[src/rtl/parking_pkg.sv]
// parking_pkg: shared state encoding and default constants for the parking gate controller
package parking_pkg;

    typedef enum logic [2:0] {
        IDLE       = 3'd0,
        ENTER_PIN  = 3'd1,
        AUTHORIZED = 3'd2,
        BLOCKED    = 3'd3,
        PIN_ALARM  = 3'd4
    } state_t;

    localparam logic [7:0] PASSWORD     = 8'b0101_0111;
    localparam int         MAX_ATTEMPTS = 3;

endpackage

[src/rtl/parking_gate_controller_if.sv]
// parking_gate_controller_if: sensor, keypad and gate/alarm signals between front end and controller
interface parking_gate_controller_if;

    logic       sensor_1;
    logic       sensor_2;
    logic [7:0] psswrd_atmpt;
    logic       try_psswrd;
    logic       open_gate;
    logic       close_gate;
    logic       alarm_1;
    logic       alarm_2;

    modport master (
        output sensor_1, sensor_2, psswrd_atmpt, try_psswrd,
        input  open_gate, close_gate, alarm_1, alarm_2
    );

    modport slave (
        input  sensor_1, sensor_2, psswrd_atmpt, try_psswrd,
        output open_gate, close_gate, alarm_1, alarm_2
    );

endinterface

[src/rtl/pin_checker.sv]
// pin_checker: strobe edge detect, PIN comparison and saturating wrong-attempt counter
module pin_checker
    import parking_pkg::*;
#(
    parameter logic [7:0] PASS    = PASSWORD,
    parameter int         MAX_ATT = MAX_ATTEMPTS
) (
    input  logic       clk,
    input  logic       rst,
    input  logic       try_psswrd,
    input  logic [7:0] psswrd_atmpt,
    input  logic       count_en,
    input  logic       count_clr,
    output logic       attempt_ok,
    output logic       attempt_bad,
    output logic       count_reached
);

    localparam logic [2:0] MAX = 3'(MAX_ATT);

    logic       try_q;
    logic [2:0] cnt;
    logic       attempt;

    assign attempt       = try_psswrd & ~try_q;
    assign attempt_ok    = attempt & (psswrd_atmpt == PASS);
    assign attempt_bad   = attempt & (psswrd_atmpt != PASS);
    // true when one more wrong attempt lands the counter on MAX
    assign count_reached = cnt >= MAX - 3'd1;

    // strobe history and saturating counter; clear beats increment
    always_ff @(posedge clk or negedge rst) begin
        if (!rst) begin
            try_q <= 1'b0;
            cnt   <= 3'd0;
        end else begin
            try_q <= try_psswrd;
            if (count_clr)
                cnt <= 3'd0;
            else if (count_en && cnt < MAX)
                cnt <= cnt + 3'd1;
        end
    end

endmodule

[src/rtl/parking_gate_controller.sv]
// parking_gate_controller: gate access FSM with registered gate and alarm outputs
module parking_gate_controller
    import parking_pkg::*;
#(
    parameter logic [7:0] PASS    = PASSWORD,
    parameter int         MAX_ATT = MAX_ATTEMPTS
) (
    input  logic                       clk,
    input  logic                       rst,
    parking_gate_controller_if.slave   bus
);

    state_t state, state_nxt;
    logic   ok, bad, reached, count_en, count_clr, blk;
    logic   open_q, close_q, alarm1_q, alarm2_q;
    logic   open_nxt, close_nxt, alarm1_nxt, alarm2_nxt;

    pin_checker #(.PASS(PASS), .MAX_ATT(MAX_ATT)) u_pin (
        .clk           (clk),
        .rst           (rst),
        .try_psswrd    (bus.try_psswrd),
        .psswrd_atmpt  (bus.psswrd_atmpt),
        .count_en      (count_en),
        .count_clr     (count_clr),
        .attempt_ok    (ok),
        .attempt_bad   (bad),
        .count_reached (reached)
    );

    // a car on both sensors outside the alarm/blocked states overrides everything
    assign blk       = bus.sensor_1 & bus.sensor_2 & (state inside {IDLE, ENTER_PIN, AUTHORIZED});
    assign count_en  = (state == ENTER_PIN) & bad & ~blk;
    assign count_clr = ok & ~blk & (state inside {ENTER_PIN, PIN_ALARM, BLOCKED});

    // state and output registers commit together
    always_ff @(posedge clk or negedge rst) begin
        if (!rst) begin
            state    <= IDLE;
            open_q   <= 1'b0;
            close_q  <= 1'b0;
            alarm1_q <= 1'b0;
            alarm2_q <= 1'b0;
        end else begin
            state    <= state_nxt;
            open_q   <= open_nxt;
            close_q  <= close_nxt;
            alarm1_q <= alarm1_nxt;
            alarm2_q <= alarm2_nxt;
        end
    end

    // next-state selection
    always_comb begin
        state_nxt = state;
        if (blk)
            state_nxt = BLOCKED;
        else
            case (state)
                IDLE:       state_nxt = bus.sensor_1 ? ENTER_PIN : IDLE;
                ENTER_PIN:  state_nxt = ok                 ? AUTHORIZED :
                                        (bad && reached)   ? PIN_ALARM  :
                                        bad                ? ENTER_PIN  :
                                        !bus.sensor_1      ? IDLE       : ENTER_PIN;
                AUTHORIZED: state_nxt = (bus.sensor_2 && !bus.sensor_1) ? IDLE : AUTHORIZED;
                PIN_ALARM:  state_nxt = ok ? AUTHORIZED : PIN_ALARM;
                BLOCKED:    state_nxt = ok ? IDLE : BLOCKED;
                default:    state_nxt = IDLE;
            endcase
    end

    // outputs follow the state being entered; close also pulses on leaving AUTHORIZED
    always_comb begin
        open_nxt   = state_nxt == AUTHORIZED;
        alarm1_nxt = state_nxt == PIN_ALARM;
        alarm2_nxt = state_nxt == BLOCKED;
        close_nxt  = (state_nxt == BLOCKED) | (state == AUTHORIZED && state_nxt == IDLE);
    end

    assign bus.open_gate  = open_q;
    assign bus.close_gate = close_q;
    assign bus.alarm_1    = alarm1_q;
    assign bus.alarm_2    = alarm2_q;

endmodule
[src/flat_wrapper.sv]
// flat-port wrapper written by rule: the top's interface ports become plain ports
module parking_gate_controller_flat import parking_pkg::*;
#(
    parameter logic [7:0] PASS    = PASSWORD,
    parameter int         MAX_ATT = MAX_ATTEMPTS
)
  (clk, rst, bus_sensor_1, bus_sensor_2, bus_psswrd_atmpt, bus_try_psswrd, bus_open_gate, bus_close_gate, bus_alarm_1, bus_alarm_2);
  parking_gate_controller_if bus_i ();
  input  logic clk;
  input  logic rst;
  input wire logic [$bits(bus_i.sensor_1)-1:0] bus_sensor_1;
  input wire logic [$bits(bus_i.sensor_2)-1:0] bus_sensor_2;
  input wire logic [$bits(bus_i.psswrd_atmpt)-1:0] bus_psswrd_atmpt;
  input wire logic [$bits(bus_i.try_psswrd)-1:0] bus_try_psswrd;
  output wire logic [$bits(bus_i.open_gate)-1:0] bus_open_gate;
  output wire logic [$bits(bus_i.close_gate)-1:0] bus_close_gate;
  output wire logic [$bits(bus_i.alarm_1)-1:0] bus_alarm_1;
  output wire logic [$bits(bus_i.alarm_2)-1:0] bus_alarm_2;
  assign bus_i.sensor_1 = bus_sensor_1;
  assign bus_i.sensor_2 = bus_sensor_2;
  assign bus_i.psswrd_atmpt = bus_psswrd_atmpt;
  assign bus_i.try_psswrd = bus_try_psswrd;
  assign bus_open_gate = bus_i.open_gate;
  assign bus_close_gate = bus_i.close_gate;
  assign bus_alarm_1 = bus_i.alarm_1;
  assign bus_alarm_2 = bus_i.alarm_2;
  parking_gate_controller #(.PASS(PASS), .MAX_ATT(MAX_ATT)) u_core (.clk(clk), .rst(rst), .bus(bus_i));
endmodule
[config.mk]
export PLATFORM = sky130hd
export DESIGN_NAME = parking_gate_controller_flat
export DESIGN_NICKNAME = d
export VERILOG_FILES = /design/src/rtl/parking_pkg.sv /design/src/rtl/parking_gate_controller_if.sv /design/src/rtl/pin_checker.sv /design/src/rtl/parking_gate_controller.sv /design/src/flat_wrapper.sv
export SDC_FILE = /design/constraint.sdc
export NUM_CORES = 1
export LEC_CHECK = 0
export CAP_MARGIN = 10
export CORE_MARGIN = 10
export CORE_UTILIZATION = 35
export DETAILED_ROUTE_END_ITERATION = 6
export PLACE_DENSITY = 0.59
export SLEW_MARGIN = 0
export SYNTH_ARGS = -nofsm -noshare
export SYNTH_HDL_FRONTEND = slang
export SYNTH_HIERARCHICAL = 1
export SYNTH_SLANG_ARGS = --single-unit
export TNS_END_PERCENT = 50
[constraint.sdc]
create_clock -name clk -period 1.9 [get_ports clk]
set_input_delay 0.285 -clock clk [delete_from_list [all_inputs] [get_ports clk]]
set_output_delay 0.285 -clock clk [all_outputs]
set_load 0.05 [all_outputs]
Word level (Yosys, flattened, before mapping). Index checks and enable logic that the tools add are counted.

Register bits after elaboration: 11. Input bits: 13. Output and inout port bits: 4. Logic and storage cells: 52.

Add/subtract/negate cells: 1. Magnitude comparators: 2. Eq/ne operators: 9. Muxes and demuxes: 11. Bitwise logic cells: 12. Reduce and logical (&&, ||, !) cells: 10.

Operators by type and width (number): 3-bit two-way mux (7); 3-bit case mux with 5 select lines (1); 3-bit by 2-bit == test with 1-bit output, second input constant (4); 1-bit AND (9); 8-bit by 7-bit == test with 1-bit output, second input constant (1); 8-bit by 7-bit != test with 1-bit output, second input constant (1); 3-bit == test, second input constant (2); 3-bit logical NOT (2); 3-bit nonzero test (2); 1-bit logical AND (4); 2-bit two-way mux (2); 3-bit by 1-bit adder with 3-bit output, second input constant (1); 3-bit by 1-bit == test with 1-bit output, second input constant (1); 3-bit by 2-bit >= comparator with 1-bit output, second input constant (1); 3-bit by 2-bit less-than comparator with 1-bit output, second input constant (1); 1-bit inverter (2); 2-bit nonzero test (1); 1-bit logical NOT (1); 1-bit two-way mux (1); 1-bit bitwise OR (1).

Longest topological paths before layout.
Depth in word-level cells: 11. Depth in mapped cells: 8.

Hierarchy. The synthesis kept the hierarchy.

By module, submodules not included: parking_gate_controller (times used 1, cells each 37, area each 375.4 µm², seq. area each 175.2 µm²); pin_checker (times used 1, cells each 23, area each 229.0 µm², seq. area each 100.1 µm²).

Worst setup path before layout. No wires, ideal clock.

Path type: input port to flip-flop. Start point: input port bus_psswrd_atmpt[7]. End point: register u_core.close_q (netlist: u_core/bus.close_gate). Library setup time: 0.121 ns. Arrival time: 1.613 ns. Required time: 1.779 ns. Setup slack: 0.166 ns. Cell stages on the path: 7. Cell sequence: and4bb_1 nand4_1 nor2_1 nand2_1 nor4b_1 a211o_1 a22o_1.

RTL lines: from (decl) (line flat_wrapper.sv:13) `input wire logic [$bits(bus_i.psswrd_atmpt)-1:0] bus_psswrd_atmpt;`; 8-bit by 7-bit == test with 1-bit output (*) (line pin_checker.sv:26) `assign attempt_ok = attempt & (psswrd_atmpt == PASS);`; 1-bit AND (*) (line pin_checker.sv:26); via u_core.ok (line parking_gate_controller.sv:14) `logic ok, bad, reached, count_en, count_clr, blk;`; 2-bit two-way mux, or another cell as far along (line parking_gate_controller.sv:66) `BLOCKED: state_nxt = ok ? IDLE : BLOCKED;`; 3-bit case mux with 5 select lines (*) (line parking_gate_controller.sv:58) `case (state)`; 3-bit two-way mux (*) (line parking_gate_controller.sv:55) `if (blk)`; via u_core.state_nxt[1] (line parking_gate_controller.sv:13) `state_t state, state_nxt;`; 3-bit logical NOT (line parking_gate_controller.sv:76) `close_nxt = (state_nxt == BLOCKED) | (state == AUTHORIZED && state_nxt == IDLE);`; 1-bit logical AND (line parking_gate_controller.sv:76); 1-bit bitwise OR (*) (line parking_gate_controller.sv:76); via u_core.close_nxt (line parking_gate_controller.sv:16) `logic open_nxt, close_nxt, alarm1_nxt, alarm2_nxt;`; to (signal assigned) (line parking_gate_controller.sv:46) `close_q <= close_nxt;`; to (decl) (line parking_gate_controller.sv:15) `logic open_q, close_q, alarm1_q, alarm2_q;`.

Mark *: on every way through the listed nets, which the timed path passes. The rest lies on a longest branch. A chain may end at the register's enable or synchronous reset.

Worst setup path in the final report.
Start point: input port bus_psswrd_atmpt[7]. End point: register u_core.close_q (netlist: u_core/bus.close_gate).

Longest elaborated chain between the ends: 10.

RTL lines: 8-bit by 7-bit != test with 1-bit output (*) (line pin_checker.sv:27) `assign attempt_bad = attempt & (psswrd_atmpt != PASS);`; 1-bit AND (*) (line pin_checker.sv:27); via u_core.bad (line parking_gate_controller.sv:14); 3-bit two-way mux or 1-bit logical AND (tied branches) (line parking_gate_controller.sv:62, parking_gate_controller.sv:61); 3-bit two-way mux (*) (line parking_gate_controller.sv:61) `(bad && reached) ? PIN_ALARM :`; 3-bit two-way mux (*) (line parking_gate_controller.sv:60) `ENTER_PIN: state_nxt = ok ? AUTHORIZED :`; 3-bit case mux with 5 select lines (*) (line parking_gate_controller.sv:58); 3-bit two-way mux (*) (line parking_gate_controller.sv:55); via u_core.state_nxt[0] (line parking_gate_controller.sv:13); 3-bit logical NOT (line parking_gate_controller.sv:76); 1-bit logical AND (line parking_gate_controller.sv:76); 1-bit bitwise OR (*) (line parking_gate_controller.sv:76); via u_core.close_nxt (line parking_gate_controller.sv:16).

Marked as above.

==> impl_summary.txt <==
----------------------------------------------------
[Power and ir drop]
  Highest ir drop seen on vdd ... 0.668 mV
  Total chip power ... 1090 uW
  P_leak ... 0.000364 uW
  Power per Cell Area ... 1270 mW/mm2

[Critical path]
  CP max-delay cell ... sky130_fd_sc_hd__clkdlybuf4s50_1
  Highest fanout seen on the critical path ... 4
  Arrival time of the worst setup path ... 1.96 ns
  Crit. End Element ... flip-flop
  Critical path buffers and inverters ... 1
  Top delay family on crit path ... simple AND/OR/NAND/NOR gates
  Critical path class ... in2reg
  Maximum cell stage delay along the critical path ... 0.39 ns
  Required time at the worst-slack endpoint ... roughly 2 ns
  Cells along the critical path ... clkdlybuf4s50_1 > and4bb_1 > nand4_1 > nor2b_4 > or2_2 > a21oi_4 > o32ai_4 > a22o_1
  Critical Path Source Type ... input pin
  Reg-to-reg slack, setup ... 0.30 ns

[Clocking]
  Clk buf depth ... 2
  CTS H-tree lvls ... 1
  Post-cts repair resize count ... 0
  Post-CTS setup buffer count ... 0
  Root cell of the clock tree ... sky130_fd_sc_hd__clkbuf_4
  Clock insertion delay at the later pin of the skew report ... 0.27 ns
  Number of CTS-inserted buffers ... 3
  Number of clock sinks ... 11
  Count of hold-fix buffers inserted at cts ... 0
  CTS tree ... done
  Clock transition at the register clock pins on the worst setup and hold paths after CTS ... 0.08 ns

[Detailed routing]
  1st-iter DRT viols ... 6
  Detail Route Antenna Nets ... 0
  Total vias in the final route ... 516
  Routed WL ... about 1400 um
  First-pass iteration count of the detailed router ... 3
  Detail-routed via count per cell ... about 5.2
  DR DRC count ... 0
  Average wire length per cell after detail routing ... 14.1 um

[Logic synthesis]
  Synthesized area divided by synthesized cell count ... 10.1 um2
  Total number of yosys warnings ... 6
  Synthesized netlist cell count ... 60
  Flip-flop and latch count after synthesis ... 11
  Fraction of synthesized cell area taken by the top area cell type ... 45.5%
  Netlist Area Pre-Place ... 604 um2
  Register area share after synthesis ... roughly 46%
  Share of async-settable or async-resettable flops after synthesis ... 100%
  Synthesized net count ... 74
  Number of enable-type register cells in the synthesized netlist ... 0
  Area leader, netlist ... sky130_fd_sc_hd__dfrtp_1
  Top cells by area in the synthesized netlist ... sky130_fd_sc_hd__dfrtp_1 (46%), sky130_fd_sc_hd__nand2b_1 (4.1%), sky130_fd_sc_hd__nand2_1 (3.1%), sky130_fd_sc_hd__nor2_1 (3.1%), sky130_fd_sc_hd__o32ai_2 (2.7%)
  Library cells used by synthesis ... 33
  Primary flip-flop cell chosen by synthesis mapping ... sky130_fd_sc_hd__dfrtp_1

[Placement]
  Number of port buffers ... 16
  Sum of net half-perimeters after detailed placement ... 1130 um
  Number of placed cells counting well taps ... 95
  Weighted congestion reported at the end of routability-driven placement ... 0.866
  Placed Area ... 810 um2

[STA]
  Worst-Margin Slew ... approximately 0.50 ns
  Minimum clock period ... 1.81 ns
  Setup repair after global routing missed its margin ... false
  Total negative slack for setup checks ... 0 ns
  Achievable Freq ... roughly 550 MHz
  Worst setup skew after layout ... 0.0148 ns
  Max-slew violation count ... 0
  Worst rel slew slack ... 66.8%
  Final Hold Violating Endpoints ... 0
  Share of the clock period used by the worst path after layout ... 95.2%
  # setup viols final ... 0

[Finish]
  Signed area change from the synthesized netlist to the final layout ... 42.0%
  Leading cell types in the layout, fill and taps excluded ... sky130_fd_sc_hd__clkdlybuf4s50_1 (16), sky130_fd_sc_hd__dfrtp_1 (11), sky130_fd_sc_hd__nand2_1 (5), sky130_fd_sc_hd__nor2_1 (5)
  Most common cell after layout, fill and taps aside ... sky130_fd_sc_hd__clkdlybuf4s50_1
  Final Non-Filler Cells ... 99
  Fin nets ... between 90 and 100
  Share of layout cells above drive strength 1 ... 16.9%
  Cell area after layout ... 858 um2
  Utilization after layout ... 54.4%
  Antenna fix cells ... 0

[Global route]
  Number of antenna violations at the first check in global routing ... 0
  Total routing usage reported by global routing ... 8.07%
  Maximum number of pins on one net before global-route repair ... 12
  Final global-route overflow total ... 0
  Via count of the first global-routing pass ... about 520
  First-pass GRT wire length ... ~2200 um

[Die]
  Area inside the core boundary ... 0.00158 mm2
  Floorplan row count ... 14
  Die Y ... 61.6 um
  Width of the die ... 61.6 um
  Die area ... between 0.003 and 0.004 mm2
  Number of top-level pins ... 17
  Initial standard-cell utilization of the core ... 38.3%

[Status]
  Run status ... complete, no violations

[Job]
  Total of max-cap violations ... 0

[Min path]
  Hold WC Path Type ... in2async

----------------------------------------------------
-- registers in the layout (all words and copies together) (netlist names) --
register	cells
u_core/bus.alarm_1	1
u_core/bus.alarm_2	1
u_core/state	3
u_core/bus.open_gate	1
u_core/u_pin/cnt	3
u_core/bus.close_gate	1
u_core/u_pin/try_q	1
-- cells by family (layout without fill, tap and decap cells) --
| group | Yosys count | in the layout | share of synthesized area, % |
|---|---|---|---|
| AO/OA/AOI/OAI | 12 | 12 | 16.2 |
| AND/OR/NAND/NOR | 32 | 32 | 32.5 |
| flip-flops | 11 | 11 | 45.5 |
| buffers and inverters | 3 | 26 | 2.07 |
| adder cells (fa/ha/maj) | 2 | 2 | 3.73 |
-- path summary, 6_finish.rpt --
| kind | start | end | cells past startpoint |
|---|---|---|---|
| setup / recovery | bus_psswrd_atmpt[7] | u_core/bus.close_gate | 8 |
| hold / removal | rst | u_core/state[2] | 1 |
| setup reg to reg | u_core/u_pin/try_q | u_core/u_pin/cnt[0] | 9 |
| hold reg to reg | u_core/u_pin/cnt[2] | u_core/u_pin/cnt[2] | 2 |
| max in group asynchronous | rst | u_core/bus.alarm_1 | 1 |
| min in group clk | bus_try_psswrd | u_core/u_pin/try_q | 1 |
-- worst reg2reg max path, stage by stage, from the launching register on --
cell                       delay (ns)
sky130_fd_sc_hd__dfrtp_1         0.36
sky130_fd_sc_hd__nand2b_1        0.17
sky130_fd_sc_hd__buf_4           0.15
sky130_fd_sc_hd__nor2b_4         0.10
sky130_fd_sc_hd__buf_4           0.11
sky130_fd_sc_hd__nand3_1         0.06
sky130_fd_sc_hd__nor2_1          0.12
sky130_fd_sc_hd__nor2b_1         0.18
sky130_fd_sc_hd__nor2_1          0.06
sky130_fd_sc_hd__a211oi_2        0.20
-- cell usage after synthesis, types with 2 or more instances --
library cell,number
sky130_fd_sc_hd__and2b_1,2
sky130_fd_sc_hd__nand2_1,5
sky130_fd_sc_hd__nor2_1,5
sky130_fd_sc_hd__a31oi_1,2
sky130_fd_sc_hd__a21oi_1,2
sky130_fd_sc_hd__inv_1,2
sky130_fd_sc_hd__dfrtp_1,11
sky130_fd_sc_hd__nor2b_1,2
sky130_fd_sc_hd__nand2b_1,4
sky130_fd_sc_hd__nor3_1,2
-- report_power, final --
group / total, uW / switching [uW] / leakage (uW) / internal [uW]
sequential: 422 / 103 / 0.000135 / 319
combinational: 511 / 277 / 0.000213 / 233
clock: 159 / 78.1 / 0.0000150 / 81.1
-- per-layer routing --
layer	vias up	share of wire, %	track usage (%)
met4	0	2.5	5.73
li1	259	-	-
met3	4	3.6	1.65
met2	11	44	12.0
met5	-	0	0
met1	242	49	10.1
-- area by class of cell --
type,count,area (um2)
Clock buffer,4,26.3
Fill cell,143,718
Inverter,2,7.51
Multi-Input combinational cell,46,339
Sequential cell,11,275
Tap cell,16,20.0
Timing Repair Buffer,20,190
-- metrics by stage --
stage / setup slack, ns / hold WS, ns
after floorplan: 0.166 / -0.0106
after global placement: -0.193 / 0.535
after detailed placement: -0.221 / 0.547
after CTS: 0.0676 / 0.341
after global routing: 0.0102 / 0.371
final: 0.0909 / 0.325
No activity file was read; power rests on OpenSTA's default activity.
